$ cat src/rtl/uart_pkg.sv
// Constants and helpers shared by the UART receiver, transmitter and RX buffer.
package uart_pkg;

    localparam int unsigned PAR_NONE = 0;
    localparam int unsigned PAR_EVEN = 1;
    localparam int unsigned PAR_ODD  = 2;

    function automatic int unsigned clog2(input int unsigned value);
        int unsigned r;
        r = 0;
        while ((64'd1 << r) < 64'(value)) begin
            r = r + 1;
        end
        return r;
    endfunction

endpackage

$ cat src/rtl/uart_rx_fifo_if.sv
// Receive strobe plus FIFO-head valid/ready handshake of the UART RX buffer.
interface uart_rx_fifo_if #(
    parameter int unsigned p_WORD_LEN = 8
) ();

    logic [p_WORD_LEN:0]   i_data;
    logic                  i_dv;
    logic [p_WORD_LEN-1:0] o_data;
    logic                  o_perr_tag;
    logic                  o_valid;
    logic                  i_ready;

    modport slave (
        input  i_data, i_dv, i_ready,
        output o_data, o_perr_tag, o_valid
    );

    modport master (
        output i_data, i_dv, i_ready,
        input  o_data, o_perr_tag, o_valid
    );

endinterface

$ cat src/rtl/uart_fifo_mem.sv
// Register-array storage for the RX FIFO: synchronous write, asynchronous read.
module uart_fifo_mem
    import uart_pkg::*;
#(
    parameter int unsigned p_WIDTH = 9,
    parameter int unsigned p_DEPTH = 16
) (
    input  logic                       i_clk,
    input  logic                       i_we,
    input  logic [clog2(p_DEPTH)-1:0]  i_waddr,
    input  logic [p_WIDTH-1:0]         i_wdata,
    input  logic [clog2(p_DEPTH)-1:0]  i_raddr,
    output logic [p_WIDTH-1:0]         o_rdata
);

    logic [p_WIDTH-1:0] mem_q [p_DEPTH];

    always_ff @(posedge i_clk) begin
        if (i_we) begin
            mem_q[i_waddr] <= i_wdata;
        end
    end

    assign o_rdata = mem_q[i_raddr];

endmodule

$ cat src/rtl/uart_rx_fifo.sv
// UART receive buffer: parity check, first-word-fall-through FIFO with
// valid/ready head, occupancy count and sticky overflow/parity flags.
module uart_rx_fifo
    import uart_pkg::*;
#(
    parameter int unsigned p_WORD_LEN = 8,
    parameter int unsigned p_PARITY   = PAR_EVEN,
    parameter int unsigned p_DROP_BAD = 0,
    parameter int unsigned p_DEPTH    = 16,
    parameter int unsigned p_AF_LEVEL = 12
) (
    input  logic                       i_clk,
    input  logic                       i_rst_n,
    uart_rx_fifo_if.slave              bus,
    output logic [clog2(p_DEPTH):0]    o_count,
    output logic                       o_almost_full,
    output logic                       o_overflow,
    output logic                       o_parity_err,
    input  logic                       i_clr_err
);

    localparam int unsigned AW = clog2(p_DEPTH);
    localparam int unsigned PW = AW + 1;
    localparam logic [AW:0] AF_LVL = PW'(p_AF_LEVEL);

    logic [AW:0]           wptr_q, wptr_d, rptr_q, rptr_d, count_q, count_d;
    logic                  af_q, af_d, ovf_q, ovf_d, perr_q, perr_d;
    logic [p_WORD_LEN-1:0] hold_q, hold_d;
    logic [p_WORD_LEN:0]   rd_word, wr_word;
    logic                  bad, push_req, push, pop, full, empty;

    always_comb begin
        bad = 1'b0;
        if (p_PARITY != PAR_NONE) begin
            bad = (^bus.i_data) ^ (p_PARITY == PAR_ODD);
        end
        push_req = bus.i_dv & ~(bad & (p_DROP_BAD != 0));
        empty    = (wptr_q == rptr_q);
        full     = (wptr_q[AW] != rptr_q[AW]) && (wptr_q[AW-1:0] == rptr_q[AW-1:0]);
        pop      = ~empty & bus.i_ready;
        // A full FIFO still accepts a word when the head leaves in the same cycle.
        push     = push_req & (~full | pop);
        wr_word  = {bad & (p_DROP_BAD == 0), bus.i_data[p_WORD_LEN-1:0]};

        wptr_d  = wptr_q + PW'(push);
        rptr_d  = rptr_q + PW'(pop);
        count_d = count_q;
        if (push && !pop) begin
            count_d = count_q + 1'b1;
        end else if (pop && !push) begin
            count_d = count_q - 1'b1;
        end
        af_d   = (count_d >= AF_LVL);
        ovf_d  = (push_req & full & ~pop) | (ovf_q & ~i_clr_err);
        perr_d = (bus.i_dv & bad) | (perr_q & ~i_clr_err);
        // Last popped payload is kept so o_data holds while the FIFO is empty.
        hold_d = pop ? rd_word[p_WORD_LEN-1:0] : hold_q;
    end

    always_ff @(posedge i_clk or negedge i_rst_n) begin
        if (!i_rst_n) begin
            wptr_q  <= '0;
            rptr_q  <= '0;
            count_q <= '0;
            af_q    <= 1'b0;
            ovf_q   <= 1'b0;
            perr_q  <= 1'b0;
            hold_q  <= '0;
        end else begin
            wptr_q  <= wptr_d;
            rptr_q  <= rptr_d;
            count_q <= count_d;
            af_q    <= af_d;
            ovf_q   <= ovf_d;
            perr_q  <= perr_d;
            hold_q  <= hold_d;
        end
    end

    uart_fifo_mem #(
        .p_WIDTH (p_WORD_LEN + 1),
        .p_DEPTH (p_DEPTH)
    ) u_mem (
        .i_clk   (i_clk),
        .i_we    (push),
        .i_waddr (wptr_q[AW-1:0]),
        .i_wdata (wr_word),
        .i_raddr (rptr_q[AW-1:0]),
        .o_rdata (rd_word)
    );

    assign bus.o_valid    = ~empty;
    assign bus.o_data     = empty ? hold_q : rd_word[p_WORD_LEN-1:0];
    assign bus.o_perr_tag = ~empty & rd_word[p_WORD_LEN];
    assign o_count        = count_q;
    assign o_almost_full  = af_q;
    assign o_overflow     = ovf_q;
    assign o_parity_err   = perr_q;

endmodule

$ cat src/flat_wrapper.sv
// flat-port wrapper written by rule: the top's interface ports become plain ports
module uart_rx_fifo_flat import uart_pkg::*;
#(
    parameter int unsigned p_WORD_LEN = 8,
    parameter int unsigned p_PARITY   = PAR_EVEN,
    parameter int unsigned p_DROP_BAD = 0,
    parameter int unsigned p_DEPTH    = 16,
    parameter int unsigned p_AF_LEVEL = 12
)
  (i_clk, i_rst_n, o_count, o_almost_full, o_overflow, o_parity_err, i_clr_err, bus_i_data, bus_i_dv, bus_i_ready, bus_o_data, bus_o_perr_tag, bus_o_valid);
  uart_rx_fifo_if #(.p_WORD_LEN(p_WORD_LEN)) bus_i ();
  input  logic i_clk;
  input  logic i_rst_n;
  output logic [clog2(p_DEPTH):0] o_count;
  output logic o_almost_full;
  output logic o_overflow;
  output logic o_parity_err;
  input  logic i_clr_err;
  input wire logic [$bits(bus_i.i_data)-1:0] bus_i_data;
  input wire logic [$bits(bus_i.i_dv)-1:0] bus_i_dv;
  input wire logic [$bits(bus_i.i_ready)-1:0] bus_i_ready;
  output wire logic [$bits(bus_i.o_data)-1:0] bus_o_data;
  output wire logic [$bits(bus_i.o_perr_tag)-1:0] bus_o_perr_tag;
  output wire logic [$bits(bus_i.o_valid)-1:0] bus_o_valid;
  assign bus_i.i_data = bus_i_data;
  assign bus_i.i_dv = bus_i_dv;
  assign bus_i.i_ready = bus_i_ready;
  assign bus_o_data = bus_i.o_data;
  assign bus_o_perr_tag = bus_i.o_perr_tag;
  assign bus_o_valid = bus_i.o_valid;
  uart_rx_fifo #(.p_WORD_LEN(p_WORD_LEN), .p_PARITY(p_PARITY), .p_DROP_BAD(p_DROP_BAD), .p_DEPTH(p_DEPTH), .p_AF_LEVEL(p_AF_LEVEL)) u_core (.i_clk(i_clk), .i_rst_n(i_rst_n), .bus(bus_i), .o_count(o_count), .o_almost_full(o_almost_full), .o_overflow(o_overflow), .o_parity_err(o_parity_err), .i_clr_err(i_clr_err));
endmodule
$ cat config.mk
export PLATFORM = sky130hd
export DESIGN_NAME = uart_rx_fifo_flat
export DESIGN_NICKNAME = d
export VERILOG_FILES = /design/src/rtl/uart_pkg.sv /design/src/rtl/uart_rx_fifo_if.sv /design/src/rtl/uart_fifo_mem.sv /design/src/rtl/uart_rx_fifo.sv /design/src/flat_wrapper.sv
export SDC_FILE = /design/constraint.sdc
export NUM_CORES = 1
export LEC_CHECK = 0
export BUFFER_PORTS_ARGS = -buffer_cell sky130_fd_sc_hd__buf_4
export CORE_MARGIN = 2
export CORE_UTILIZATION = 61
export DETAILED_ROUTE_END_ITERATION = 16
export PLACE_DENSITY = 0.77
export RECOVER_POWER = 100
export SLEW_MARGIN = 20
export SYNTH_ARGS = -nofsm -noshare
export SYNTH_HDL_FRONTEND = slang
export SYNTH_HIERARCHICAL = 1
export SYNTH_SLANG_ARGS = --single-unit
$ cat constraint.sdc
create_clock -name i_clk -period 4 [get_ports i_clk]
set_clock_uncertainty 0.2 [all_clocks]
set_input_delay 0.4 -clock i_clk [delete_from_list [all_inputs] [get_ports i_clk]]
set_output_delay 0.4 -clock i_clk [all_outputs]
set_load 0.02 [all_outputs]
==> Word-level counts from Yosys, hierarchy flattened <==
Memories as Yosys holds them, arrays and structs flattened.
Index checks and enable logic that the tools add are counted.
Widths: inputs -> output; s select.
{ "word_totals": {"regBits": 26, "ram_bits": 144, "in_bits": 14, "out_inout_bits": 18, "wordCells": 42, "memories": 1} }
{ "classes": {"add_sub_neg": 4, "n_lt_le_gt_ge": 1, "eq_ne": 3, "mux": 5, "n_bitwise": 15, "reduce_logical": 6} }
{ "mem_list": {"columns": ["name", "words", "width", "read_ports", "rd_ports_with_merged_regs", "wr", "line_no", "source"], "rows": [
  ["u_core.u_mem.mem_q", 16, 9, 1, 0, 1, "uart_fifo_mem.sv:16", "logic [p_WIDTH-1:0] mem_q [p_DEPTH];"]
]} }
{ "op_table": {"columns": ["cell", "n"], "rows": [
  ["$add 5x1->5", 2],
  ["$mux 5", 2],
  ["$reduce_xor 9->1", 1],
  ["$and 1x1->1", 8],
  ["$mux 8", 1],
  ["$add 5x1->5 const B", 1],
  ["$eq 5x5->1", 1],
  ["$ge 5x4->1 const B", 1],
  ["$sub 5x1->5 const B", 1],
  ["$eq 4x4->1", 1],
  ["$not 1->1", 4],
  ["$logic_and 1x1->1", 3],
  ["$or 1x1->1", 3],
  ["$logic_not 1->1", 2],
  ["$mux 1", 2],
  ["$ne 1x1->1", 1]
]} }

==> Longest topological paths before layout <==
{ "depth": {"word_depth": 10, "mapped_depth": 9, "depth_no_buf": 9} }

==> Cells and area by module <==
The synthesis kept the hierarchy.
{ "by_module_without_submodules": {"columns": ["module", "instances", "cells_each", "area_per_inst_um2", "seq_area_each_um2"], "rows": [
  ["uart_fifo_mem", 1, 245, 5600.4, 4324.1],
  ["uart_rx_fifo", 1, 111, 1356.3, 650.6]
]} }

==> Least setup slack after synthesis <==
OpenSTA, ideal clock, no wires.
{ "synth_path": {"kind": "reg2reg", "from": "register u_core.wptr_q[1]", "to": "memory u_core.u_mem.mem_q[0][0] (enable)", "setup_time_ps": 387, "t_arrival_ps": 2321, "required_ps": 3413, "slack_ps": 1093, "stages_incl_launch_ff": 8, "path_buffers": 0, "synth_period_minus_slack_ps": 2907, "cell_sequence": "dfrtp_1 -> xor2_1 -> nor4_4 -> nand2_1 -> nor2_1 -> nor2b_1 -> or3b_2 -> nor3_1"} }
{ "synth_between": {"elab_chain_cells": 7, "elab_cells_between_ends": 10, "cone_classes": "2 x eq/ne; 2 x mux; 5 x bitwise; 1 x reduce/logical"} }
{ "synth_rtl": {"columns": ["item", "line_no", "source"], "rows": [
  ["start, declared", "uart_rx_fifo.sv:26", "logic [AW:0] wptr_q, wptr_d, rptr_q, rptr_d, count_q, count_d;"],
  ["start signal, assigned", "uart_rx_fifo.sv:70", "wptr_q <= wptr_d;"],
  ["$eq 5x5->1 or $eq 4x4->1 (tied branches)", "uart_rx_fifo.sv:38, uart_rx_fifo.sv:39", null],
  ["$not 1->1 or $logic_and 1x1->1 (tied branches)", "uart_rx_fifo.sv:40, uart_rx_fifo.sv:39", null],
  ["$and 1x1->1 or $not 1->1 (tied branches)", "uart_rx_fifo.sv:40, uart_rx_fifo.sv:42", null],
  ["$or 1x1->1 *", "uart_rx_fifo.sv:42", "push = push_req & (~full | pop);"],
  ["$and 1x1->1 *", "uart_rx_fifo.sv:42", null],
  ["named net u_core.push", "uart_rx_fifo.sv:30", "logic bad, push_req, push, pop, full, empty;"],
  ["$mux 1 *", "uart_fifo_mem.sv:19", "if (i_we) begin"],
  ["$mux 1 (not written as such) *", "uart_fifo_mem.sv:20", "mem_q[i_waddr] <= i_wdata;"],
  ["end, declared", "uart_fifo_mem.sv:16", null]
]} }
Mark *: on every way through the listed nets, which the timed path passes. The rest lies on a longest branch.

==> Worst setup path after layout <==
{ "layout_path": {"from": "register u_core.rptr_q[0]", "to": "output port bus_o_data[2]"} }
{ "layout_between": {"elab_chain_cells": 2, "elab_cells_between_ends": 3, "cone_classes": "1 x eq/ne; 1 x mux; 1 x memory"} }
{ "layout_rtl": {"columns": ["item", "line_no", "source"], "rows": [
  ["start, declared", "uart_rx_fifo.sv:26", null],
  ["start signal, assigned", "uart_rx_fifo.sv:71", "rptr_q <= rptr_d;"],
  ["$mem_v2 16x9", null, null],
  ["named net u_core.rd_word[2]", "uart_rx_fifo.sv:29", "logic [p_WORD_LEN:0] rd_word, wr_word;"],
  ["$mux 8", "uart_rx_fifo.sv:93", "assign bus.o_data = empty ? hold_q : rd_word[p_WORD_LEN-1:0];"],
  ["end, declared", "flat_wrapper.sv:22", "output wire logic [$bits(bus_i.o_data)-1:0] bus_o_data;"]
]} }
The timed path passes the listed nets, and every way through them passes these cells.

==> impl_metrics.tcl <==
set metrics [dict create \
    status "complete, no violations" \
    path_max_fanout 24 \
    synth.most_common_cell "edfxtp_1" \
    cp_num_buf_inv 2 \
    setup_violations 0 \
    drive_gt1_frac 0.193 \
    drt_wl_total_microns 13600 \
    async_flop_share 0.153 \
    vias 3571 \
    syn_area_sq_um 6960 \
    ir_worst_vdd_mv 0.619 \
    ctsResizeCount 0 \
    cpLargestDelayFamily "multiplexers" \
    leakage_nw 2.67 \
    finalHoldViolations 0 \
    drt_iter0_drc 316 \
    startpoint "u_core/rptr_q[0]$_DFF_PN0_" \
    syn_nets 376 \
    tightest_slew_ns 1.38 \
    gp_congestion 0.772 \
    io_pins 32 \
    clock_latency_ns 0.42 \
    cts_tree "yes" \
    fin_hold_ws_ns 0.0897 \
    cp_data_required_time_ns 3.40 \
    cp.arrival_ns 2.93 \
    ys.flop_type "edfxtp_1" \
    grt-ovfl-total 0 \
    post_cts_buffers 0 \
    fmax_ghz 0.283 \
    cpPeakStageDelay_ns 0.67 \
    ys_seq_elements 170 \
    dp_hpwl_microns 8430 \
    fin_crit_sh 0.883 \
    drt_pass1_iterations 4 \
    min_path_type "in -> reg" \
    drc_errors 0 \
    crit_slowest_cell "mux4_1" \
    synth_seq_area_share 0.715 \
    ys_types 40 \
    wl_per_cell_microns 24.2 \
    core_area_sq_um 11000 \
    netlist_instances 356 \
    fin_tns_setup_ns 0 \
    antenna_found_initial 0 \
    grt_pass1_wl_microns 21100 \
    synth_common_cells "edfxtp_1, dfrtp_1, mux4_2, a22oi_1" \
    min_from "bus_i_dv" \
    grt_max_degree 27 \
    worstSetupPathType "reg -> out" \
    cts_sinks 170 \
    post-place-ws_ns 0.967 \
    p_per_area_nw_per_um2 772 \
    start_kind "register" \
    avgViaCountPerCell 6.33 \
    ys_warn_count 6 \
    end_kind "output port" \
    numCtsBuffers 17 \
    syn_to_final_growth_pct 12.5 \
    rsz0062_at_grt "no" \
    cts.path.max_buffers 2 \
    clkSlewWorstSetupHoldPaths_ns 0.07 \
    grt_use_total 0.237 \
    period_minus_slack_ns 3.53 \
    finalNetCount 431 \
    synth_top_area_cell "edfxtp_1" \
    rr_startpoint "u_core/rptr_q[0]$_DFF_PN0_" \
    initial_core_util 0.633 \
    synth_area_leaders "edfxtp_1, dfrtp_1, mux4_2, mux4_1, mux2_2" \
    root_buffer "clkbuf_16" \
    fin_ws_ns 0.467 \
    synth_edf_count 144 \
    yosys.area.top_type_share 0.622 \
    die_area_sq_um 12300 \
    place.port_buffers 31 \
    die_h_microns 111 \
    path_cells "buf_4 > mux4_1 > a22oi_1 > nand2_1 > mux2_2 > clkbuf_1" \
    drv_slew 0 \
    slew_headroom 0.0771 \
    num_rows 38 \
    cts_max_level 4 \
    fill_cells 678 \
    num_antenna_cells 0 \
    grt_pass1_vias 3602 \
    die_w_microns 111 \
    synth_area_per_cell_sq_um 19.5 \
    maxCapViolations 0 \
    ant_nets 0 \
    hold_buffers 1 \
]
## worst register-to-register path: cells and delay by family (launching register included)
family,cells,cell delay [ns]
xor+xnor,1,0.28
buf+inv,2,0.84
flops,1,0.37
simple gates,6,1.24
## sequential cells by signal (all words and copies together), names as in the netlist
register / cells
u_core/hold_q: 8
u_core/o_almost_full: 1
u_core/o_count: 5
u_core/o_overflow: 1
u_core/o_parity_err: 1
u_core/rptr_q: 5
u_core/u_mem/mem_q: 144
u_core/wptr_q: 5
## final timing paths
| check | end | slack, ns | cells after the start |
|---|---|---|---|
| setup / recovery | bus_o_data[2] | 0.47 | 6 |
| hold / removal | u_core/o_overflow$_DFF_PN0_ | 0.09 | 2 |
| setup reg to reg | u_core/u_mem/mem_q[0][1]$_DFFE_PP_ | 0.70 | 9 |
| hold reg to reg | u_core/wptr_q[4]$_DFF_PN0_ | 0.29 | 1 |
| max in group asynchronous | u_core/rptr_q[0]$_DFF_PN0_ | 2.07 | 2 |
| min in group asynchronous | u_core/hold_q[5]$_DFFE_PN0N_ | 0.62 | 2 |
## layout make-up
type                            instances  area, sq um  area share
Sequential cell                       170         4980       0.636
Multi-Input combinational cell        167         1840       0.235
Clock buffer                           17          425      0.0543
Timing Repair Buffer                   49          228      0.0291
Tap cell                              140          175      0.0224
Clock inverter                         15          159      0.0203
Inverter                                6         22.5     0.00288
## kinds of logic (layout without fill, tap and decap cells)
group	count (synthesis)	count (layout)	share of synthesized area
buf+inv	19	87	0.0198
simple gates	55	55	0.0405
compound gates	29	29	0.0315
mux	54	54	0.153
fa+ha+maj	6	6	0.0108
flops	170	170	0.715
xor+xnor	23	23	0.0290
## through the flow
step           instances  utilization  cell area [sq um]  power [W]
2_1_floorplan        356            -               6960    0.00393
3_3_place_gp         531        0.672               7380    0.00456
3_5_place_dp         531        0.672               7380    0.00461
4_1_cts              564        0.726               7970    0.00622
5_1_grt              564        0.713               7830    0.00634
6_report             564        0.713               7830    0.00605
## placed cells by master, fill, tap and decap left out, types with 5 or more instances in the layout
| cell | instances |
|---|---|
| dfrtp_1 | 25 |
| ha_1 | 6 |
| xnor2_1 | 15 |
| mux4_2 | 21 |
| nand2_1 | 15 |
| xor2_1 | 8 |
| nand3_1 | 7 |
| edfxtp_1 | 144 |
| a22oi_1 | 19 |
| buf_4 | 10 |
| nor2_1 | 14 |
| nor3_1 | 5 |
| inv_1 | 6 |
| clkbuf_16 | 17 |
| mux4_1 | 15 |
| mux2_2 | 15 |
| clkbuf_1 | 38 |
## power breakdown
part / switching, W / total (W) / internal, W
registers: 0.000178 / 0.00242 / 0.00225
clock network: 0.000707 / 0.00159 / 0.000883
logic: 0.00120 / 0.00203 / 0.000831
## layer usage
metal | GRT usage | up-vias | wire length, microns
met2 | 0.378 | 133 | 6730
met3 | 0.0738 | 17 | 843
met4 | 0.0750 | 0 | 282
met1 | 0.319 | 1863 | 5790
li1 | - | 1558 | -
met5 | 0 | - | 0
Power figures use the tool's default switching activity.
